--- src/rtl/seq_scan_ctrl_if.sv ---
// Requester-side handshake and scan result bundle for seq_scan_ctrl.
// The requester (master) offers a word; the controller (slave) shifts it out
// serially and reports match pulses, a per-word match count and a done pulse.
interface seq_scan_ctrl_if #(
   parameter int WORD_W = 8,
   parameter int CNT_W  = 4
);
   logic              start_valid;
   logic              start_ready;
   logic [WORD_W-1:0] word_in;
   logic              bit_out;
   logic              bit_valid;
   logic              match_pulse;
   logic              busy;
   logic              done;
   logic [CNT_W-1:0]  match_count;

   modport master (
      output start_valid,
      output word_in,
      input  start_ready,
      input  bit_out,
      input  bit_valid,
      input  match_pulse,
      input  busy,
      input  done,
      input  match_count
   );

   modport slave (
      input  start_valid,
      input  word_in,
      output start_ready,
      output bit_out,
      output bit_valid,
      output match_pulse,
      output busy,
      output done,
      output match_count
   );
endinterface

--- src/rtl/seq_scan_ctrl.sv ---
// Scan controller for the serial pattern detectors.
// Accepts a parallel word over a valid/ready handshake, shifts it out MSB-first
// one bit per clock, and runs an overlapping Mealy match against PATTERN.
// Match history is cleared for every word, so matches never span two words.
module seq_scan_ctrl #(
   parameter int               WORD_W  = 8,
   parameter int               PAT_W   = 4,
   parameter logic [PAT_W-1:0] PATTERN = 4'b0110,
   parameter int               CNT_W   = 4
) (
   input logic           clock,
   input logic           reset,
   seq_scan_ctrl_if.slave bus
);

   localparam int IDX_W  = (WORD_W > 1) ? $clog2(WORD_W) : 1;
   localparam int FILL_W = $clog2(PAT_W);

   localparam logic [IDX_W-1:0]  LAST_IDX  = IDX_W'(WORD_W - 1);
   localparam logic [FILL_W-1:0] FILL_FULL = FILL_W'(PAT_W - 1);
   localparam logic [CNT_W-1:0]  CNT_MAX   = '1;

   localparam logic [1:0] IDLE  = 2'd0;
   localparam logic [1:0] SHIFT = 2'd1;
   localparam logic [1:0] DONE  = 2'd2;

   logic [1:0]        state;
   logic [WORD_W-1:0] wordReg;
   logic [IDX_W-1:0]  bitIdx;
   logic [PAT_W-2:0]  history;
   logic [FILL_W-1:0] fillCount;
   logic [CNT_W-1:0]  matchCount;

   logic              curBit;
   logic [PAT_W-1:0]  window;
   logic              hitNow;
   logic              acceptWord;

   assign acceptWord = (state == IDLE) && bus.start_valid;

   assign curBit = (state == SHIFT) ? wordReg[bitIdx] : 1'b0;
   assign window = {history, curBit};
   assign hitNow = (state == SHIFT) && (window == PATTERN) && (fillCount >= FILL_FULL);

   assign bus.start_ready = (state == IDLE);
   assign bus.bit_out     = curBit;
   assign bus.bit_valid   = (state == SHIFT);
   assign bus.match_pulse = hitNow;
   assign bus.busy        = (state == SHIFT) || (state == DONE);
   assign bus.done        = (state == DONE);
   assign bus.match_count = matchCount;

   // Sequencer: capture the word on handshake, walk the bit index down to 0, pulse DONE once.
   always_ff @(posedge clock or posedge reset) begin
      if (reset) begin
         state   <= IDLE;
         wordReg <= '0;
         bitIdx  <= LAST_IDX;
      end else begin
         case (state)
            IDLE: begin
               if (bus.start_valid) begin
                  wordReg <= bus.word_in;
                  bitIdx  <= LAST_IDX;
                  state   <= SHIFT;
               end
            end
            SHIFT: begin
               if (bitIdx == '0) begin
                  state <= DONE;
               end else begin
                  bitIdx <= bitIdx - 1'b1;
               end
            end
            DONE: begin
               state <= IDLE;
            end
            default: begin
               state <= IDLE;
            end
         endcase
      end
   end

   // Pattern history: restart empty for each word, then track the last PAT_W-1 bits and how many are valid.
   always_ff @(posedge clock or posedge reset) begin
      if (reset) begin
         history   <= '0;
         fillCount <= '0;
      end else if (acceptWord) begin
         history   <= '0;
         fillCount <= '0;
      end else if (state == SHIFT) begin
         history <= window[PAT_W-2:0];
         if (fillCount != FILL_FULL) begin
            fillCount <= fillCount + 1'b1;
         end
      end
   end

   // Match counter: cleared on a new word, saturating increment per match, held after DONE.
   always_ff @(posedge clock or posedge reset) begin
      if (reset) begin
         matchCount <= '0;
      end else if (acceptWord) begin
         matchCount <= '0;
      end else if (hitNow && (matchCount != CNT_MAX)) begin
         matchCount <= matchCount + 1'b1;
      end
   end

endmodule
--- src/flat_wrapper.sv ---
// flat-port wrapper written by rule: the top's interface ports become plain ports
module seq_scan_ctrl_flat 
#(
   parameter int               WORD_W  = 8,
   parameter int               PAT_W   = 4,
   parameter logic [PAT_W-1:0] PATTERN = 4'b0110,
   parameter int               CNT_W   = 4
)
  (clock, reset, bus_start_valid, bus_word_in, bus_start_ready, bus_bit_out, bus_bit_valid, bus_match_pulse, bus_busy, bus_done, bus_match_count);
  seq_scan_ctrl_if #(.WORD_W(WORD_W), .CNT_W(CNT_W)) bus_i ();
  input logic clock;
  input logic reset;
  input wire logic [$bits(bus_i.start_valid)-1:0] bus_start_valid;
  input wire logic [$bits(bus_i.word_in)-1:0] bus_word_in;
  output wire logic [$bits(bus_i.start_ready)-1:0] bus_start_ready;
  output wire logic [$bits(bus_i.bit_out)-1:0] bus_bit_out;
  output wire logic [$bits(bus_i.bit_valid)-1:0] bus_bit_valid;
  output wire logic [$bits(bus_i.match_pulse)-1:0] bus_match_pulse;
  output wire logic [$bits(bus_i.busy)-1:0] bus_busy;
  output wire logic [$bits(bus_i.done)-1:0] bus_done;
  output wire logic [$bits(bus_i.match_count)-1:0] bus_match_count;
  assign bus_i.start_valid = bus_start_valid;
  assign bus_i.word_in = bus_word_in;
  assign bus_start_ready = bus_i.start_ready;
  assign bus_bit_out = bus_i.bit_out;
  assign bus_bit_valid = bus_i.bit_valid;
  assign bus_match_pulse = bus_i.match_pulse;
  assign bus_busy = bus_i.busy;
  assign bus_done = bus_i.done;
  assign bus_match_count = bus_i.match_count;
  seq_scan_ctrl #(.WORD_W(WORD_W), .PAT_W(PAT_W), .PATTERN(PATTERN), .CNT_W(CNT_W)) u_core (.clock(clock), .reset(reset), .bus(bus_i));
endmodule
--- config.mk ---
export PLATFORM = sky130hd
export DESIGN_NAME = seq_scan_ctrl_flat
export DESIGN_NICKNAME = d
export VERILOG_FILES = /design/src/rtl/seq_scan_ctrl_if.sv /design/src/rtl/seq_scan_ctrl.sv /design/src/flat_wrapper.sv
export SDC_FILE = /design/constraint.sdc
export NUM_CORES = 1
export LEC_CHECK = 0
export CAP_MARGIN = 20
export CORE_ASPECT_RATIO = 1.2
export CORE_MARGIN = 2
export CORE_UTILIZATION = 55
export CTS_CLUSTER_DIAMETER = 50
export DETAILED_ROUTE_END_ITERATION = 10
export HOLD_SLACK_MARGIN = 0.02
export PLACE_DENSITY = 0.85
export SYNTH_ARGS = -nofsm -noshare
export SYNTH_HDL_FRONTEND = slang
export SYNTH_SLANG_ARGS = --single-unit
export TNS_END_PERCENT = 30
--- constraint.sdc ---
create_clock -name clock -period 3.4 [get_ports clock]
set_input_delay 0.51 -clock clock [delete_from_list [all_inputs] [get_ports clock]]
set_output_delay 0.51 -clock clock [all_outputs]
set_load 0.01 [all_outputs]
==> results of run 1 <==
-- layer usage --
layer,global-route usage [%],vias up,share of wire [%]
li1,-,482,-
met1,24.4,470,41
met2,33.7,30,51
met3,4.25,9,4.6
met4,11.9,0,4.0
met5,0,-,0
-- Yosys cell counts (all sizes together) (2+ instances only) --
| library cell | count |
|---|---|
| a21oi | 8 |
| o211ai | 2 |
| and2 | 2 |
| dfrtp | 19 |
| buf | 3 |
| inv | 7 |
| ha | 7 |
| nand2 | 32 |
| nand3 | 6 |
| nand2b | 2 |
| mux2i | 4 |
| o21ai | 4 |
| a211oi | 3 |
| a31oi | 2 |
| mux4 | 2 |
| clkbuf | 2 |
| dfstp | 3 |
| nor2 | 11 |
-- power by group through the flow --
stage / Combinational [mW] / Sequential (mW) / Clock, mW
2_1_floorplan: 0.432 / 0.422 / 0
3_3_place_gp: 0.530 / 0.447 / 0
3_5_place_dp: 0.546 / 0.456 / 0
4_1_cts: 0.550 / 0.449 / 0.128
5_1_grt: 0.621 / 0.466 / 0.138
6_report: 0.546 / 0.450 / 0.122
-- kinds of logic (layout without fill, tap and decap cells) --
| logic type | after synthesis | after routing |
|---|---|---|
| AO/OA/AOI/OAI | 22 | 22 |
| multiplexers | 7 | 7 |
| XOR/XNOR | 1 | 1 |
| buffers and inverters | 12 | 32 |
| adder cells (fa/ha/maj) | 7 | 7 |
| flip-flops | 22 | 22 |
| AND/OR/NAND/NOR | 59 | 59 |
-- area by class of cell --
cell class              count  area [um2]  share of cell area (%)
inverters                   7        26.3                    1.82
well taps                  30        37.5                    2.60
clock buffers               4        26.3                    1.82
repair buffers             21         208                    14.4
multi-input cells          96         593                    41.0
flip-flops and latches     22         554                    38.4
-- how the worst max path moves through the flow --
stage	from	cells past startpoint	endpoint	slack, ns
3_3_place_gp	u_core.bitIdx[1]	4	bus_match_pulse	0.77
2_1_floorplan	u_core.bitIdx[0]	4	bus_match_pulse	1.26
5_1_grt	u_core.bitIdx[1]	4	bus_match_pulse	0.29
6_report	u_core.bitIdx[1]	4	bus_match_pulse	0.39
3_5_place_dp	u_core.bitIdx[1]	4	bus_match_pulse	0.74
4_1_cts	u_core.bitIdx[1]	4	bus_match_pulse	0.38
-- worst reg2reg max path, stage by stage (launching register included) --
cell,delay [ns]
dfstp_2,0.60
mux4_1,0.58
mux2_4,0.31
or3_1,0.36
a21oi_1,0.15
-- flip-flops by register name, summed over array words and instances (netlist names) --
register	cells
u_core.bitIdx	3
u_core.history	3
u_core.bus.match_count	4
u_core.wordReg	8
u_core.fillCount	2
u_core.state	2
-- through the flow --
stage	power (mW)	hold WS [ns]
global placement	0.976	0.460
CTS	1.13	0.489
finish	1.12	0.487
floorplan	0.854	0.437
detailed placement	1.00	0.460
global route	1.22	0.518
==> flow_summary.ini, run 1 <==
[status]
outcome = complete, no violations

[die]
dieArea_um2 = 2590
die_height_um = 55.4
ios = 21
rows = 18
start_util_pct = 58.5
chipWidth_um = 46.8
core_area_um2 = 2070

[routing]
dr.pass1.iters = 4
drtIter0Drc = 17
via_count = 991
routedWlPerCell_um = 12.8
routed_wl_mm = 2.30
ant_nets = 0
avgViaCountPerCell = 5.51
remaining_drc_errors = 0

[placed_design]
dp_hpwl_mm = 1.76
dp_slack_ns = 0.743
dpl.cell_count = 176
numPortBuffers = 20
gp_congestion = 0.787
place_area_um2 = 1420

[final_layout]
drive_gt1_share_pct = 6.00
fin_cells = 180
final_cell_mix = nand2_1, clkdlybuf4s50_1, dfrtp_1
final_nets = 169
nFillCells = 173
design_area_um2 = 1450
diodes = 0
final_core_util_pct = 69.7
synthToLayoutAreaGrowth_pct = 19.3
mostFrequentLayoutCell = nand2_1

[power]
peakVddDrop_uv = 510
p_sw_mw = 0.443
pwr-share-comb_pct = 48.8
netSwitchingFraction_pct = 39.6
p_int_mw = 0.675
clockPowerShare_pct = 10.9
power_density_nw_per_um2 = 773
seqPwrFrac_pct = 40.3
leakagePower_nw = 0.690

[sta]
setup_ws_ns = 0.389
slew_headroom_pct = 46.1
period_minus_slack_ns = 3.01
clock_skew_ns = 0.00344
rsz0062_at_grt = no
fmax_mhz = 332
tns_ns = 0
setup_viol = 0
hold_viol = 0
finalMaxSlewViolations = 0
tightest_slew_ns = 0.807
period_share_pct = 88.5

[clocking]
cts_tree = done
post-cts-setup-buffer-count = 0
clkTransAtPathRegs_ns = 0.11
numCtsBuffers = 3
clock_sink_count = 22
hold_buffers = 0
cts_resized = 0
htree_levels = 1
cts-root-buf = clkbuf_4
clkLatencyLatePin_ns = 0.31
clockBufferDepth = 2

[synthesis]
synth_top_family_by_area = simple AND/OR/NAND/NOR gates
ys_seq_area_share_pct = 45.8
netlist.area_leader.share_pct = 39.3
ys_async_sr_fraction_pct = 100
synth_compound_area_share_pct = 11.1
yosys.area_share.simple_pct = 21.4
synth_area_leaders = dfrtp_1, nand2_1, ha_1
synth_edf_count = 0
syn_area_per_cell_um2 = 9.32
ys_seq_elements = 22
ys_warn_count = 0
synthesis.area_um2 = 1210
synthAdderAreaFrac_pct = 7.23
synth_cell_types = 31
synth_flop_cell = dfrtp_1
yosys.area.top_type = dfrtp_1
synthMuxAreaShare_pct = 8.57
synth.net_count = 148
synthCells = 130
synthXorXnorAreaFrac_pct = 0.723

[critical_path]
worstSetupPathType = register to output port
critPathCaptureType = output port
r2r-start = u_core.bitIdx[1]
cp.arrival_ns = 2.50
slowest_delay_ns = 0.60
crit_buf_inv = 1
start_kind = register
r2r_end = u_core.bus.match_count[0]
crit_chain = mux4_1 -> mux2_4 -> nor2_1 -> clkdlybuf4s50_1
worst-r2r-cell-count = 4
cp.required_ns = 2.89
crit_path_top_delay_cell = dfstp_2
r2r_slack_ns = 1.33
crit_family = multiplexers
cp_max_fo = 7

[grt]
grt_pass1_wl_mm = 3.95
grt_max_degree = 23
antenna_found_initial = 0
grt_pass1_vias = 945
track_usage_pct = 20.9
grt.overflow.total = 0

[worst_hold_path]
hold_path.class = register to register
min_to = u_core.wordReg[4]
hold_depth = 2
min_from = u_core.wordReg[4]

[flow_run]
cap_viol_max_count = 0
(Power assumes the default switching activity.)
==> run 2, diff against run 1 <==
--- a/config.mk
+++ b/config.mk
@@ -11,8 +11,9 @@
 export CORE_UTILIZATION = 55
 export CTS_CLUSTER_DIAMETER = 50
 export DETAILED_ROUTE_END_ITERATION = 10
+export GPL_TIMING_DRIVEN = 0
 export HOLD_SLACK_MARGIN = 0.02
-export PLACE_DENSITY = 0.85
+export PLACE_DENSITY_LB_ADDON = 0.08
 export SYNTH_ARGS = -nofsm -noshare
 export SYNTH_HDL_FRONTEND = slang
 export SYNTH_SLANG_ARGS = --single-unit
==> constraint.sdc (replaced) <==
create_clock -name clock -period 3.4 [get_ports clock]
set_input_delay 0.51 -clock clock [delete_from_list [all_inputs] [get_ports clock]]
set_output_delay 0.51 -clock clock [all_outputs]
set_load 0.02 [all_outputs]
==> run 2 against run 1 <==
  * Sequential power down 3%
  * Power grew 7.3%
  * Final cell count grew 2.2%
  * Routed wire length grew 4.7%
  * Highest routed layer unchanged
==> flow_summary.ini, run 2 (synthesized netlist as in run 1, its figures left out) <==
[final_layout]
final_nets = 173
nFillCells = 166
mostFrequentLayoutCell = nand2_1
largest_reg_flops = 8
final_cell_mix = nand2_1, clkdlybuf4s50_1, dfrtp_1
diodes = 0
drive_gt1_share_pct = 7.79
fin_cells = 184
synthToLayoutAreaGrowth_pct = 22.6
regMostFlops = u_core.wordReg

[routing]
dr.pass1.iters = 4
m1WireLength_mm = 1.06
routedWlPerCell_um = 13.1
routed_wl_mm = 2.41
avgViaCountPerCell = 5.34
remaining_drc_errors = 0
route.met3.wl_um = 61
maxUsedRoutingLayer = met4
drtIter0Drc = 12
ant_nets = 0
route.met2.wl_mm = 1.23
via_count = 982

[die]
ios = 21
die_height_um = 55.4
chipWidth_um = 46.8
core_area_um2 = 2070
rows = 18
start_util_pct = 58.5
dieArea_um2 = 2590

[sta]
period_share_pct = 92.7
clock_skew_ns = 0.00745
finalMaxSlewViolations = 0
tns_ns = 0
hold_viol = 0
rsz0062_at_grt = no
tightest_slew_ns = 0.829
period_minus_slack_ns = 3.15
whs_ns = 0.489
slew_headroom_pct = 44.6
setup_viol = 0
fmax_mhz = 317

[clocking]
clockBufferDepth = 2
cts_tree = done
htree_levels = 1
clkTransAtPathRegs_ns = 0.13
cts_resized = 0
numCtsBuffers = 3
clkLatencyLatePin_ns = 0.31
hold_buffers = 0
post-cts-setup-buffer-count = 0
cts-root-buf = clkbuf_4
clock_sink_count = 22

[placed_design]
gp_congestion = 0.841
dpl.cell_count = 180
dp_hpwl_mm = 1.78
numPortBuffers = 20

[power]
pwr-share-comb_pct = 51.2
finalPower_mw = 1.20
leakagePower_nw = 0.711
p_int_mw = 0.710
seqPwrFrac_pct = 36.5
netSwitchingFraction_pct = 40.8
power_density_nw_per_um2 = 807
peakVddDrop_uv = 446
p_sw_mw = 0.489
clockPowerShare_pct = 12.3

[status]
outcome = complete, no violations

[critical_path]
crit_family = multiplexers
start_kind = register
critPathCaptureType = output port
crit_buf_inv = 1
slowest_delay_ns = 0.62
cp.arrival_ns = 2.64
worstSetupPathType = register to output port
crit_path_top_delay_cell = clkdlybuf4s50_1
crit_chain = mux4_1 -> mux2_4 -> nor2_1 -> clkdlybuf4s50_1
cp.required_ns = 2.89
cp_max_fo = 7

[grt]
antenna_found_initial = 0
grt_max_degree = 23
grt_pass1_vias = 990
track_usage_pct = 22.0
grt.overflow.total = 0
grt_pass1_wl_mm = 4.22

[worst_hold_path]
hold_path.class = register to register

[flow_run]
cap_viol_max_count = 0
==> run 2: metrics by stage <==
stage	cell area, um2	setup slack (ns)	utilization [%]
2_1_floorplan	1210	1.14	-
3_3_place_gp	1450	0.650	69.9
3_5_place_dp	1450	0.620	69.9
4_1_cts	1490	0.253	71.7
5_1_grt	1490	0.188	71.7
6_report	1490	0.250	71.7
==> run 2: worst min-delay path: stages, from the launching register on <==
cell and delay, ns:
dfrtp_1 0.37, nand2_1 0.05, nand2_1 0.05
==> run 2: final timing paths <==
check | start | to | slack (ns) | depth (start not counted)
max | u_core.bitIdx[1] | bus_match_pulse | 0.25 | 4
min | u_core.wordReg[0] | u_core.wordReg[0] | 0.49 | 2
max reg2reg | u_core.bitIdx[1] | u_core.bus.match_count[0] | 1.24 | 4
min reg2reg | u_core.wordReg[0] | u_core.wordReg[0] | 0.49 | 2
max in group asynchronous | reset | u_core.bus.match_count[3] | 2.24 | 2
min in group asynchronous | reset | u_core.wordReg[2] | 0.64 | 2
==> run 2: metal layers <==
metal  track usage (%)  vias to the layer above
met1              30.6                      460
met4              8.33                        0
met3              2.29                        7
li1                  -                      496
met5                 0                        -
met2              34.6                       19
==> run 2: area by class of cell <==
class                      count  area [um2]  share of cell area, %
sequential                    22         554                   37.3
timing repair buffer          20         200                   13.5
buffer                         5        37.5                   2.53
inverter                       7        26.3                   1.77
clock buffer                   4        36.3                   2.44
multi-input combinational     96         593                   39.9
tap                           30        37.5                   2.53
==> run 2: power groups by stage <==
stage                     clock network [mW]  logic (mW)  registers (mW)
after CTS                              0.151       0.618           0.439
after global routing                   0.158       0.688           0.450
after floorplan                            0       0.458           0.422
after detailed placement                   0       0.611           0.445
after global placement                     0       0.589           0.436
final                                  0.147       0.614           0.438
==> run 3, diff against run 2 <==
--- a/config.mk
+++ b/config.mk
@@ -5,6 +5,7 @@
 export SDC_FILE = /design/constraint.sdc
 export NUM_CORES = 1
 export LEC_CHECK = 0
+export ABC_CLOCK_PERIOD_IN_PS = 3400
 export CAP_MARGIN = 20
 export CORE_ASPECT_RATIO = 1.2
 export CORE_MARGIN = 2
==> results of run 3 <==
No change in the layout: final DEF, timing and power equal those of run 2.
==> variant 1, RTL diff (config.mk and constraints of run 2) <==
Make the reset (`reset`) synchronous in 3 clocked blocks.
--- a/src/rtl/seq_scan_ctrl.sv
+++ b/src/rtl/seq_scan_ctrl.sv
@@ -53,3 +53,3 @@
    // Sequencer: capture the word on handshake, walk the bit index down to 0, pulse DONE once.
-   always_ff @(posedge clock or posedge reset) begin
+   always_ff @(posedge clock) begin
       if (reset) begin
@@ -85,3 +85,3 @@
    // Pattern history: restart empty for each word, then track the last PAT_W-1 bits and how many are valid.
-   always_ff @(posedge clock or posedge reset) begin
+   always_ff @(posedge clock) begin
       if (reset) begin
@@ -101,3 +101,3 @@
    // Match counter: cleared on a new word, saturating increment per match, held after DONE.
-   always_ff @(posedge clock or posedge reset) begin
+   always_ff @(posedge clock) begin
       if (reset) begin
Formal check against the unedited RTL: differs if reset is asserted again (counterexample within 4 cycles, from zero or initial values and one cycle with reset high); with reset held inactive, the same outputs for 10 cycles.
==> variant 1 against run 2 <==
Routed wire length fell by 17%; worst setup slack improved by 0.23 ns; synthesized area fell by 9.2%; global-route usage fell by 1.9 points; sequential cell count did not move; cell count fell by 9.8%; cell area fell by 7.3%.
Power is not compared: it rests on default switching activity, and its combinational part moved more than twofold at a synthesized area within 25%.
==> variant 1: results (changes against run 2) <==
Status
  – Status: completed (unchanged)

Routing
  – Starting DRC count in detailed routing: 8 (was 12)
  – Avg WL per Cell: 12.0 um (was 13.1 um)

Yosys
  – Total nets after synthesis: 142 (was 148)
  – Post-synthesis async set-or-reset flop share: 0% (was 100%)
  – Post-synthesis share of cell area spent on xor and xnor gates: 0.796% (was 0.723%)
  – Compound-gate portion of the synthesized area: 11.3% (was 11.1%)
  – Post-synthesis mux area share: 12.5% (was 8.57%)
  – Post-synthesis adder-cell area fraction: 9.10% (was 7.23%)
  – Synth cell count leaders: sky130_fd_sc_hd__dfxtp_1 (22), sky130_fd_sc_hd__nand2_1 (22), sky130_fd_sc_hd__a21oi_1 (14), sky130_fd_sc_hd__nor2_1 (9), sky130_fd_sc_hd__ha_1 (8) (was sky130_fd_sc_hd__nand2_1 (32), sky130_fd_sc_hd__dfrtp_1 (19), sky130_fd_sc_hd__nor2_1 (11), sky130_fd_sc_hd__a21oi_1 (8))
  – Sequential cell area fraction in the yosys report: 40.0% (was 45.8%)
  – Cells taking the most area after synthesis: sky130_fd_sc_hd__dfxtp_1 (40%), sky130_fd_sc_hd__ha_1 (9.1%), sky130_fd_sc_hd__nand2_1 (7.5%) (was sky130_fd_sc_hd__dfrtp_1 (39%), sky130_fd_sc_hd__nand2_1 (9.9%), sky130_fd_sc_hd__ha_1 (7.2%))

STA
  – Setup skew after layout: 0.00557 ns (was 0.00745 ns)
  – Relative slew margins: 70.3% (was 44.6%)
  – Hold Slack: 0.457 ns (was 0.489 ns)

Final layout
  – Post-layout net count: 167 (was 173)
  – Post-route cell area: 1380 sq um (was 1490 sq um)
  – Final-layout fill cell count: 145 (was 166)

Setup path
  – Startpoint of the worst-slack reg-to-reg timing path: u_core.state[1]$_SDFFE_PP0P_ (was u_core.bitIdx[1]$_DFFE_PP1P_)
  – Reg-to-Reg End: u_core.bus.match_count[3]$_SDFFE_PP0P_ (was u_core.bus.match_count[0]$_DFFE_PP0P_)
  – Number of cells on the worst reg-to-reg path: 6 (was 4)
  – Capture point of the worst path: bus_bit_out (was bus_match_pulse)
  – Worst setup path startpoint: u_core.bitIdx[0]$_SDFFE_PP1P_ (was u_core.bitIdx[1]$_DFFE_PP1P_)
  – Data arrival time of the worst path: 2.41 ns (was 2.64 ns)

Worst hold path
  – Startpoint of the lowest-slack hold path: u_core.wordReg[1]$_SDFFE_PP0P_ (was u_core.wordReg[0]$_DFFE_PP0P_)
  – Hold endpoint: u_core.wordReg[1]$_SDFFE_PP0P_ (was u_core.wordReg[0]$_DFFE_PP0P_)

Clock tree
  – Deepest clock path buffer count: 2 (unchanged)
  – Number of gates given a new drive strength after cts: 0 (unchanged)
  – H-tree depth: 1 (unchanged)

Global route
  – Pin count of the biggest net entering global routing: 14 (was 23)
  – Wire length of the first global-routing pass: 3.50 mm (was 4.22 mm)

Place
  – Hpwl dp: 1.55 mm (was 1.78 mm)
  – Final RePlAce weighted congestion: 0.818 (was 0.841)
  – Area after DPL: 1320 sq um (was 1450 sq um)
[variant 1: layout make-up]
type | count | area [sq um] | area share, %
multi-input cells | 92 | 618 | 44.9
flip-flops and latches | 22 | 440 | 32.0
repair buffers | 20 | 200 | 14.5
clock inverters | 1 | 30.0 | 2.18
well taps | 19 | 23.8 | 1.73
clock buffers | 3 | 22.5 | 1.64
plain buffers | 4 | 22.5 | 1.64
inverters | 5 | 18.8 | 1.36
[variant 1: cell families after synthesis]
family,Yosys count
DFF,22
buffers and inverters,9
and+or+nand+nor,51
xor gates and xnor gates,1
adders and majority gates,8
AOI/OAI and AO/OA,22
muxes,10
[variant 1: per-stage QoR]
| stage | utilization [%] | cells | worst slack [ns] |
|---|---|---|---|
| after global placement | 70.7 | 162 | 0.844 |
| after floorplan | - | 123 | 1.25 |
| after global routing | 73.5 | 166 | 0.389 |
| after CTS | 73.5 | 166 | 0.460 |
| final | 73.5 | 166 | 0.484 |
| after detailed placement | 70.7 | 162 | 0.823 |
[variant 1: critical path, stage by stage (launching register included)]
cell and delay, ns:
sky130_fd_sc_hd__dfxtp_1 0.43, sky130_fd_sc_hd__mux4_1 0.62, sky130_fd_sc_hd__mux2_4 0.32, sky130_fd_sc_hd__and2_2 0.19
sky130_fd_sc_hd__clkdlybuf4s50_1 0.53
[variant 1: per-layer routing]
| metal | vias up | global-route usage, % | part of all wire, % |
|---|---|---|---|
| li1 | 476 | - | - |
| met1 | 427 | 23.6 | 43 |
| met2 | 16 | 34.8 | 51 |
| met3 | 5 | 3.07 | 3.4 |
| met4 | 0 | 10.3 | 2.2 |
| met5 | - | 0 | 0 |
[variant 1: where the power goes]
group          internal (mW)  switching (mW)
clock network          0.119          0.0852
logic                 0.0745          0.0812
registers              0.276          0.0140
total                  0.470           0.180
==> variant 2, RTL diff (config.mk and constraints of run 2) <==
Made on the original files. `CNT_W` is set to 4 in 3 places; all go to 6.
--- a/src/rtl/seq_scan_ctrl_if.sv
+++ b/src/rtl/seq_scan_ctrl_if.sv
@@ -5,3 +5,3 @@
    parameter int WORD_W = 8,
-   parameter int CNT_W  = 4
+   parameter int CNT_W  = 6
 );
--- a/src/rtl/seq_scan_ctrl.sv
+++ b/src/rtl/seq_scan_ctrl.sv
@@ -8,3 +8,3 @@
    parameter logic [PAT_W-1:0] PATTERN = 4'b0110,
-   parameter int               CNT_W   = 4
+   parameter int               CNT_W   = 6
 ) (
--- a/src/flat_wrapper.sv
+++ b/src/flat_wrapper.sv
@@ -6,3 +6,3 @@
    parameter logic [PAT_W-1:0] PATTERN = 4'b0110,
-   parameter int               CNT_W   = 4
+   parameter int               CNT_W   = 6
 )
Interface: changed (resized bus_match_count); port bits go from 21 to 23. No check against the original RTL was run, so the function may have changed too.
==> variant 2 against run 2 <==
Synthesized cell count is 15% higher; via count is 14% higher; sequential cell count is 2 higher; combinational power is 6.7% lower; non-clock buffer count is 1 higher; cell area is 11% higher; cell count is 12% higher; worst setup slack better by 0.23 ns; count of clock-buffer cells in the layout stayed put; highest routed layer unchanged; power is 2.1% lower; routed wire length is 18% higher; synthesized area is 12% higher; sequential power is 2% higher.
==> variant 2: results (changes against run 2) <==
Status
  – Status: completed (unchanged)

Yosys
  – Sequential cell area fraction in the yosys report: 44.6% (was 45.8%)
  – Library cells used by synthesis: 32 (was 31)
  – Post-synthesis cell area: 1360 sq um (was 1210 sq um)
  – Cells taking the most area after synthesis: sky130_fd_sc_hd__dfrtp_1 (39%), sky130_fd_sc_hd__nand2_1 (10%), sky130_fd_sc_hd__mux2i_1 (8.1%) (was sky130_fd_sc_hd__dfrtp_1 (39%), sky130_fd_sc_hd__nand2_1 (9.9%), sky130_fd_sc_hd__ha_1 (7.2%))
  – Post-synthesis mux area share: 8.12% (was 8.57%)

Final layout
  – Multi-Input Combinational: 111 (was 96)
  – Share of cell area taken by flip-flops and latches: 36.6% (was 37.3%)
  – Fraction of area in multi-input gates: 41.9% (was 39.9%)
  – Layout Cells excl Fill: 206 (was 184)
  – Proportion of layout cells with a drive suffix above 1: 6.86% (was 7.79%)
  – Buffering overhead: 14.7% (was 16.0%)
  – Count of plain and timing-repair buffers in the layout: 26 (was 25)

Global route
  – Wire length of the first global-routing pass: 4.92 mm (was 4.22 mm)
  – Number of global-route vias before repair: 1150 (was 990)
  – Met2 track utilization from global routing: 42.9% (was 34.6%)

Setup path
  – Category of cells accounting for the largest share of critical-path delay: buffers and inverters (was multiplexers)
  – Data arrival time of the worst path: 2.41 ns (was 2.64 ns)

Clock tree
  – TritonCTS sink count: 24 (was 22)

Place
  – Cell Count Post-Placement: 202 (was 180)
  – Number of port buffers: 22 (was 20)
  – Placement-stage worst setup slack: 0.830 ns (was 0.620 ns)
  – Hpwl dp: 2.18 mm (was 1.78 mm)

Routing
  – Detailed route wirelength on metal3: 99 um (was 61 um)
  – Via-to-Cell Ratio: 5.42 (was 5.34)
  – Total Routed Length: 2.84 mm (was 2.41 mm)

STA
  – Worst-margin pin slew: 0.912 ns (was 0.829 ns)
-- variant 2: path summary, 6_finish.rpt --
| kind | endpoint | slack (ns) | cells after the start |
|---|---|---|---|
| max in group asynchronous | u_core.wordReg[1]$_DFFE_PP0P_ | 2.15 | 2 |
| min in group asynchronous | u_core.bus.match_count[1]$_DFFE_PP0P_ | 0.69 | 2 |
| hold reg to reg | u_core.wordReg[0]$_DFFE_PP0P_ | 0.50 | 2 |
| setup reg to reg | u_core.bus.match_count[2]$_DFFE_PP0P_ | 1.54 | 6 |
| hold / removal | u_core.wordReg[0]$_DFFE_PP0P_ | 0.50 | 2 |
| setup / recovery | bus_match_pulse | 0.48 | 6 |
-- variant 2: power breakdown --
group | internal (mW) | total [mW] | switching (mW) | leakage [nW]
Clock | 0.0656 | 0.154 | 0.0885 | 0.0210
Sequential | 0.386 | 0.447 | 0.0603 | 0.306
Combinational | 0.242 | 0.573 | 0.331 | 0.428
